$ cat config.mk
export PLATFORM = sky130hd
export DESIGN_NAME = uart_rx_param
export DESIGN_NICKNAME = d
export VERILOG_FILES = /design/src/rtl/uart_rx_param.sv
export SDC_FILE = /design/constraint.sdc
export NUM_CORES = 1
export LEC_CHECK = 0
export CAP_MARGIN = 10
export CORE_MARGIN = 1
export CORE_UTILIZATION = 55
export DETAILED_ROUTE_END_ITERATION = 10
export GPL_TIMING_DRIVEN = 0
export PLACE_DENSITY_LB_ADDON = 0.2
export SKIP_CTS_REPAIR_TIMING = 1
export SYNTH_ARGS = -nofsm -noshare
export SYNTH_HDL_FRONTEND = slang
export SYNTH_SLANG_ARGS = --single-unit
$ cat constraint.sdc
create_clock -name clk -period 2.1 [get_ports clk]
set_input_delay 0.42 -clock clk [delete_from_list [all_inputs] [get_ports clk]]
set_output_delay 0.42 -clock clk [all_outputs]
set_load 0.02 [all_outputs]
$ cat src/rtl/uart_rx_param.sv
// UART receiver: two-flop input synchronizer, 3-sample majority vote per bit, and
// configurable data width, parity mode and stop-bit count. Results are registered on done_tick.
module uart_rx_param #(
  parameter int unsigned FREQ      = 24_000_000,
  parameter int unsigned BAUD_RATE = 9600,
  parameter int unsigned DATA_BITS = 8,
  parameter int unsigned PARITY    = 0,
  parameter int unsigned STOP_BITS = 1
) (
  input  logic                 clk,
  input  logic                 reset_n,
  input  logic                 DATA_serial,
  output logic [DATA_BITS-1:0] DATA_word,
  output logic                 done_tick,
  output logic                 parity_err,
  output logic                 frame_err,
  output logic                 busy
);

  localparam int unsigned BitTicks = FREQ / BAUD_RATE;
  localparam int unsigned Half     = BitTicks / 2;
  localparam int unsigned CntW     = $clog2(BitTicks);
  localparam int unsigned IdxW     = $clog2(DATA_BITS);

  localparam logic [CntW-1:0] TickS0   = CntW'(Half - 1);
  localparam logic [CntW-1:0] TickS1   = CntW'(Half);
  localparam logic [CntW-1:0] TickDec  = CntW'(Half + 1);
  localparam logic [CntW-1:0] TickLast = CntW'(BitTicks - 1);
  localparam logic [IdxW-1:0] IdxLast  = IdxW'(DATA_BITS - 1);

  typedef enum logic [2:0] {StIdle, StStart, StData, StPar, StStop, StDone} state_e;

  state_e               state;
  logic                 sync1, rx_s;
  logic [CntW-1:0]      cnt;
  logic [IdxW-1:0]      bit_idx;
  logic [DATA_BITS-1:0] shreg;
  logic                 samp0, samp1;
  logic                 par_err_q, frm_err_q;
  logic                 stop_idx;
  logic                 armed;

  logic maj, par_exp, stop_final;

  assign maj        = (samp0 & samp1) | (samp0 & rx_s) | (samp1 & rx_s);
  assign par_exp    = (PARITY == 2) ? (^shreg) : ~(^shreg);
  assign stop_final = (STOP_BITS == 1) || stop_idx;
  assign busy       = (state != StIdle);

  always_ff @(posedge clk) begin
    if (!reset_n) begin
      state      <= StIdle;
      sync1      <= 1'b1;
      rx_s       <= 1'b1;
      cnt        <= '0;
      bit_idx    <= '0;
      shreg      <= '0;
      samp0      <= 1'b1;
      samp1      <= 1'b1;
      par_err_q  <= 1'b0;
      frm_err_q  <= 1'b0;
      stop_idx   <= 1'b0;
      armed      <= 1'b1;
      DATA_word  <= '0;
      done_tick  <= 1'b0;
      parity_err <= 1'b0;
      frame_err  <= 1'b0;
    end else begin
      sync1     <= DATA_serial;
      rx_s      <= sync1;
      done_tick <= 1'b0;
      if (rx_s) armed <= 1'b1;

      if (state != StIdle && state != StDone) begin
        cnt <= (cnt == TickLast) ? '0 : cnt + CntW'(1);
        if (cnt == TickS0) samp0 <= rx_s;
        if (cnt == TickS1) samp1 <= rx_s;
      end

      case (state)
        StIdle: begin
          cnt <= '0;
          // This cycle is tick 0 of the start bit.
          if (!rx_s && armed) begin
            state     <= StStart;
            cnt       <= CntW'(1);
            bit_idx   <= '0;
            stop_idx  <= 1'b0;
            par_err_q <= 1'b0;
            frm_err_q <= 1'b0;
          end
        end
        StStart: begin
          if (cnt == TickDec && maj) begin
            state <= StIdle;
            cnt   <= '0;
          end else if (cnt == TickLast) begin
            state <= StData;
          end
        end
        StData: begin
          if (cnt == TickDec) shreg <= {maj, shreg[DATA_BITS-1:1]};
          if (cnt == TickLast) begin
            if (bit_idx == IdxLast) begin
              bit_idx <= '0;
              state   <= (PARITY != 0) ? StPar : StStop;
            end else begin
              bit_idx <= bit_idx + IdxW'(1);
            end
          end
        end
        StPar: begin
          if (cnt == TickDec && maj != par_exp) par_err_q <= 1'b1;
          if (cnt == TickLast) state <= StStop;
        end
        StStop: begin
          if (cnt == TickDec) begin
            if (!maj) frm_err_q <= 1'b1;
            // Final stop bit ends early so a following start edge is not missed.
            if (stop_final) begin
              state      <= StDone;
              cnt        <= '0;
              done_tick  <= 1'b1;
              DATA_word  <= shreg;
              parity_err <= (PARITY != 0) && par_err_q;
              frame_err  <= frm_err_q | ~maj;
              // A low stop bit may be a break: wait for the line to go high first.
              if (!maj) armed <= 1'b0;
            end
          end else if (cnt == TickLast) begin
            stop_idx <= 1'b1;
          end
        end
        StDone: begin
          state <= StIdle;
        end
        default: state <= StIdle;
      endcase
    end
  end

endmodule

# Word level (Yosys, flattened, before mapping)
# Index checks and enable logic that the tools add are counted.
dict set report op_classes {
  reduce_logical 16
  n_mux 27
  eq_ne 17
  bitwise_logic 7
  add_sub_neg 2
}
# operator n
set op_table {}
lappend op_table {{2-to-1 mux 12 bit} 4}
lappend op_table {{== test 12 x 11 -> 1 bit (second input constant)} 3}
lappend op_table {{case mux 12 bit (3 select lines)} 1}
lappend op_table {{2-to-1 mux 3 bit} 10}
lappend op_table {{case mux 3 bit (5 select lines)} 1}
lappend op_table {{adder 12 x 1 -> 12 bit (second input constant)} 1}
lappend op_table {{== test 12 bit (second input constant)} 1}
lappend op_table {{inequality test 2 bit (second input constant)} 6}
lappend op_table {{AND reduction 2 bit} 5}
lappend op_table {{2-to-1 mux 1 bit} 9}
lappend op_table {{== test 3 x 2 -> 1 bit (second input constant)} 2}
lappend op_table {{== test 3 bit (second input constant)} 2}
lappend op_table {{inequality test 3 bit (second input constant)} 2}
lappend op_table {{case mux 3 bit (2 select lines)} 1}
lappend op_table {{AND reduction 6 bit} 1}
lappend op_table {{AND reduction 4 bit} 1}
lappend op_table {{nonzero test 2 bit} 2}
lappend op_table {{adder 3 x 1 -> 3 bit (second input constant)} 1}
lappend op_table {{bitwise AND 1 bit} 3}
lappend op_table {{== test 3 x 1 -> 1 bit (second input constant)} 1}
lappend op_table {{logical AND 1 bit} 3}
lappend op_table {{zero test 3 bit} 1}
lappend op_table {{OR 1 bit} 3}
lappend op_table {{AND reduction 3 bit} 1}
lappend op_table {{other kinds (4)} 4}
dict set report word_totals {
  in_bits 3
  regBits 42
  output_inout_bits 12
}

# Longest topological paths before layout
dict set report logic_depth {
  ltp_word 6
  ltp_mapped 7
  depth_no_buf 6
}

# Worst setup path after synthesis
# OpenSTA, ideal clock, no wires.
dict set report synth_path {
  path_type {flip-flop to flip-flop}
  startpoint {reg bit_idx[0]}
  endpoint {reg state[0]}
  setup_ns 0.086
  stages_incl_launch_ff 7
  synth_period_minus_slack_ns 1.584
  slack_ns 0.516
  n_path_buf 0
  t_arrival_ns 1.498
  path_cell_list {dfxtp_1 > ha_1 > ha_1 > and3_1 > and4_1 > a211o_1 > a211oi_1}
}
dict set report synth_between {
  elab_chain_cells 3
}
# element line_no
set synth_rtl {}
lappend synth_rtl {{start: declaration} 36} ;# logic [IdxW-1:0] bit_idx;
lappend synth_rtl {{start signal: assignment} 108} ;# bit_idx <= bit_idx + IdxW'(1);
lappend synth_rtl {{== test 3 bit} 104} ;# if (bit_idx == IdxLast) begin
lappend synth_rtl {{inequality test 2 bit (no line)} --}
lappend synth_rtl {{AND reduction 6 bit (no line)} --}
lappend synth_rtl {{end signal: assignment} 106} ;# state <= (PARITY != 0) ? StPar : StStop;
lappend synth_rtl {{end signal: assignment} 114} ;# if (cnt == TickLast) state <= StStop;
lappend synth_rtl {{end signal: assignment} 121} ;# state <= StDone;
lappend synth_rtl {{end: declaration} 33} ;# state_e state;
# No other way between the ends.
# A chain may end at the register's enable or synchronous reset.

# Worst setup path after layout
dict set report layout_path {
  startpoint {reg state[0]}
  endpoint {out busy}
}
dict set report layout_between {
  elab_chain_cells 1
}
# element line_no
set layout_rtl {}
lappend layout_rtl {{start signal: assignment} 52} ;# state <= StIdle;
lappend layout_rtl {{start signal: assignment} 85} ;# state <= StStart;
lappend layout_rtl {{start signal: assignment} 95} ;# state <= StIdle;
lappend layout_rtl {{nonzero test 3 bit} 48} ;# assign busy = (state != StIdle);
lappend layout_rtl {{end: declaration} 17} ;# output logic busy
# No other way between the ends.

==> results.toml <==
[status]
status = "finished clean"

[critical_path]
crit_required_ps = 1680
path_max_fanout = 10
worstSetupStartpointType = "flop"
critical_path_class = "flop to primary output"
crit_arrival_ps = 1460
end_kind = "primary output"

[global_routing]
grt_pass1_wl_um = 7893
grt-ovfl-total = 0
grt_pass1_vias = 1718
grt.total_usage_pct = 25.06
antenna_found_initial = 0
grt_max_degree = 13

[place]
gp_congestion = 0.8722
pre_cts_ws_ps = 247.1
port_buffers = 12
hpwl_um = 3028

[timing]
min_period_over_period_pct = 89.32
hold_viol_final = 0
fmax_mhz = 533.2
period_needed_ps = 1876
tightest_slew_ps = 959.3
rsz0062_at_grt = "no"
fin_setup_tns_ps = 0
setup_ws_ps = 224.4
finClkSkew_ps = 4.586
setup_violations = 0
slew_viol_final = 0
relSlewSlack_pct = 35.55

[synth]
synth-main-ff-cell = "dfxtp_1"
ys_seq_area_share_pct = 40.80
ys_types = 51
syn_area_um2 = 2061
yosysWarnings = 0
synthesis.nets = 241
syn_avg_cell_area_um2 = 8.844
synth_edf_count = 0
syn_inst = 233
async_flop_share_pct = 0
ys_ff_latch = 42

[layout]
diodes = 0
final_cell_mix = "dfxtp_1 (42), a21oi_1 (21), nand3_1 (19)"
area_growth_pct = 14.21
final_common_cell = "dfxtp_1"
final_nets = 260
nFillCells = 313
drive_above_1_share_pct = 10.32

[clock_tree]
htree_num_levels = 2
cts.clk_slew.worst_paths_ps = 80
cts_tree = "done"
cts_root_buffer = "clkbuf_8"
cts_buffers = 5
clock_path_buffers = 2
cts.sinks = 42
insertion_delay_ps = 290

[power_and_ir_drop]
p_seq_share_pct = 53.0
p_per_area_nw_per_um2 = 643.7
swShare_pct = 20.76
p_clk_share_pct = 43.3
worst_ir_drop_vdd_v = 0.0005840
p_int_uw = 1201
comb_power_share_pct = 3.8
power.switching_uw = 314.5
leakagePower_uw = 0.0008344

[routing]
antenna_left = 0
avgRoutedWirePerCell_um = 14.91
first_pass_iters = 4
wl_um = 4442
vias = 1824
drc = 0
drt_iter0_markers = 109
vias_per_cell = 6.121

[floorplanning]
dieArea_um2 = 3996
die_width_um = 63.21
die_y_um = 63.21
coreArea_um2 = 3468
rows = 21
io_pins = 15
start_util_pct = 59.42

[worst_hold_path]
hold_path_class = "flop to flop"

[run]
maxCapViolations = 0
## through the flow
| stage | power (µW) | instances | hold slack, ps | instance area (µm²) | util, % |
|---|---|---|---|---|---|
| floorplan | 863.6 | 233 | 386.3 | 2061 | - |
| global placement | 877.2 | 291 | 408.1 | 2238 | 64.54 |
| detailed placement | 877.6 | 291 | 399.0 | 2238 | 64.54 |
| CTS | 1516 | 298 | 423.7 | 2351 | 67.79 |
| global route | 1554 | 298 | 437.0 | 2354 | 67.86 |
| finish | 1515 | 298 | 420.3 | 2354 | 67.86 |
## registers in the layout (all words and copies together), names as in the netlist
register / count
armed: 1
bit_idx: 3
DATA_word: 8
frm_err_q: 1
samp0: 1
samp1: 1
frame_err: 1
sync1: 1
rx_s: 1
state: 3
cnt: 12
done_tick: 1
shreg: 8
## path summary, 6_finish.rpt
check | depth (start not counted) | start | end | slack, ps
min reg2reg | 1 | sync1 | rx_s | 420
min | 1 | sync1 | rx_s | 420
max reg2reg | 5 | cnt[9] | cnt[8] | 240
max | 3 | state[0] | busy | 220
## cell families (layout without fill, tap and decap cells)
family / after synthesis / after routing / share of synthesized area, %
mux: 3 / 3 / 1.457
simple gates: 77 / 77 / 22.22
xor+xnor: 9 / 9 / 4.190
buf+inv: 23 / 42 / 5.707
flops: 42 / 42 / 40.80
other cells: 1 / 1 / 0.1820
fa+ha+maj: 6 / 6 / 3.522
compound gates: 72 / 72 / 21.92
## cell type report
cell class,instances,area [µm²],area share (%)
Tap cell,46,57.56,2.446
Buffer,19,102.6,4.359
Clock buffer,6,82.58,3.509
Inverter,4,15.01,0.6380
Multi-Input combinational cell,168,1102,46.84
Clock inverter,1,30.03,1.276
Sequential cell,42,840.8,35.73
Timing Repair Buffer,12,122.6,5.210
## power by group through the flow
| stage | logic (µW) | registers (µW) | clock network (µW) |
|---|---|---|---|
| 6_report | 56.8 | 803 | 655 |
| 5_1_grt | 63.3 | 803 | 687 |
| 4_1_cts | 56.3 | 803 | 657 |
| 3_5_place_dp | 56.0 | 822 | 0 |
| 3_3_place_gp | 55.7 | 822 | 0 |
| 2_1_floorplan | 42.7 | 821 | 0 |
## cell usage after synthesis (all sizes together), types with 2 or more instances
cell,n,area (µm²)
a211oi,5,47.54
or3,3,18.77
clkbuf,7,26.28
xor2,8,77.58
nand3,19,95.09
nor2b,2,12.51
buf,12,76.32
nor3b,3,22.52
mux2i,3,30.03
inv,4,15.01
nand4,2,12.51
or4,2,18.77
o22ai,2,12.51
nor3,10,50.05
ha,5,62.56
and3,4,25.02
o31ai,2,15.01
a21oi,21,105.1
o211ai,3,22.52
and2,3,18.77
o21ai,26,130.1
dfxtp,42,840.8
nor4,3,33.78
and4,4,35.03
nor2,5,21.27
nand2,10,37.54
nand2b,3,18.77
o2111ai,5,43.79
## worst max-delay path, cell delays in order, from the launching register on
cell,delay (ps)
dfxtp_1,340
buf_2,190
or3_1,400
dlymetal6s2s_1,230
## metal layers
metal | track usage (%) | share of wire [%] | up-vias
li1 | - | - | 909
met1 | 33.15 | 49 | 860
met2 | 39.52 | 45 | 49
met3 | 4.710 | 4.5 | 6
met4 | 11.08 | 1.6 | 0
met5 | 0 | 0 | -
Note: power is estimated with default switching activity, not from simulation.
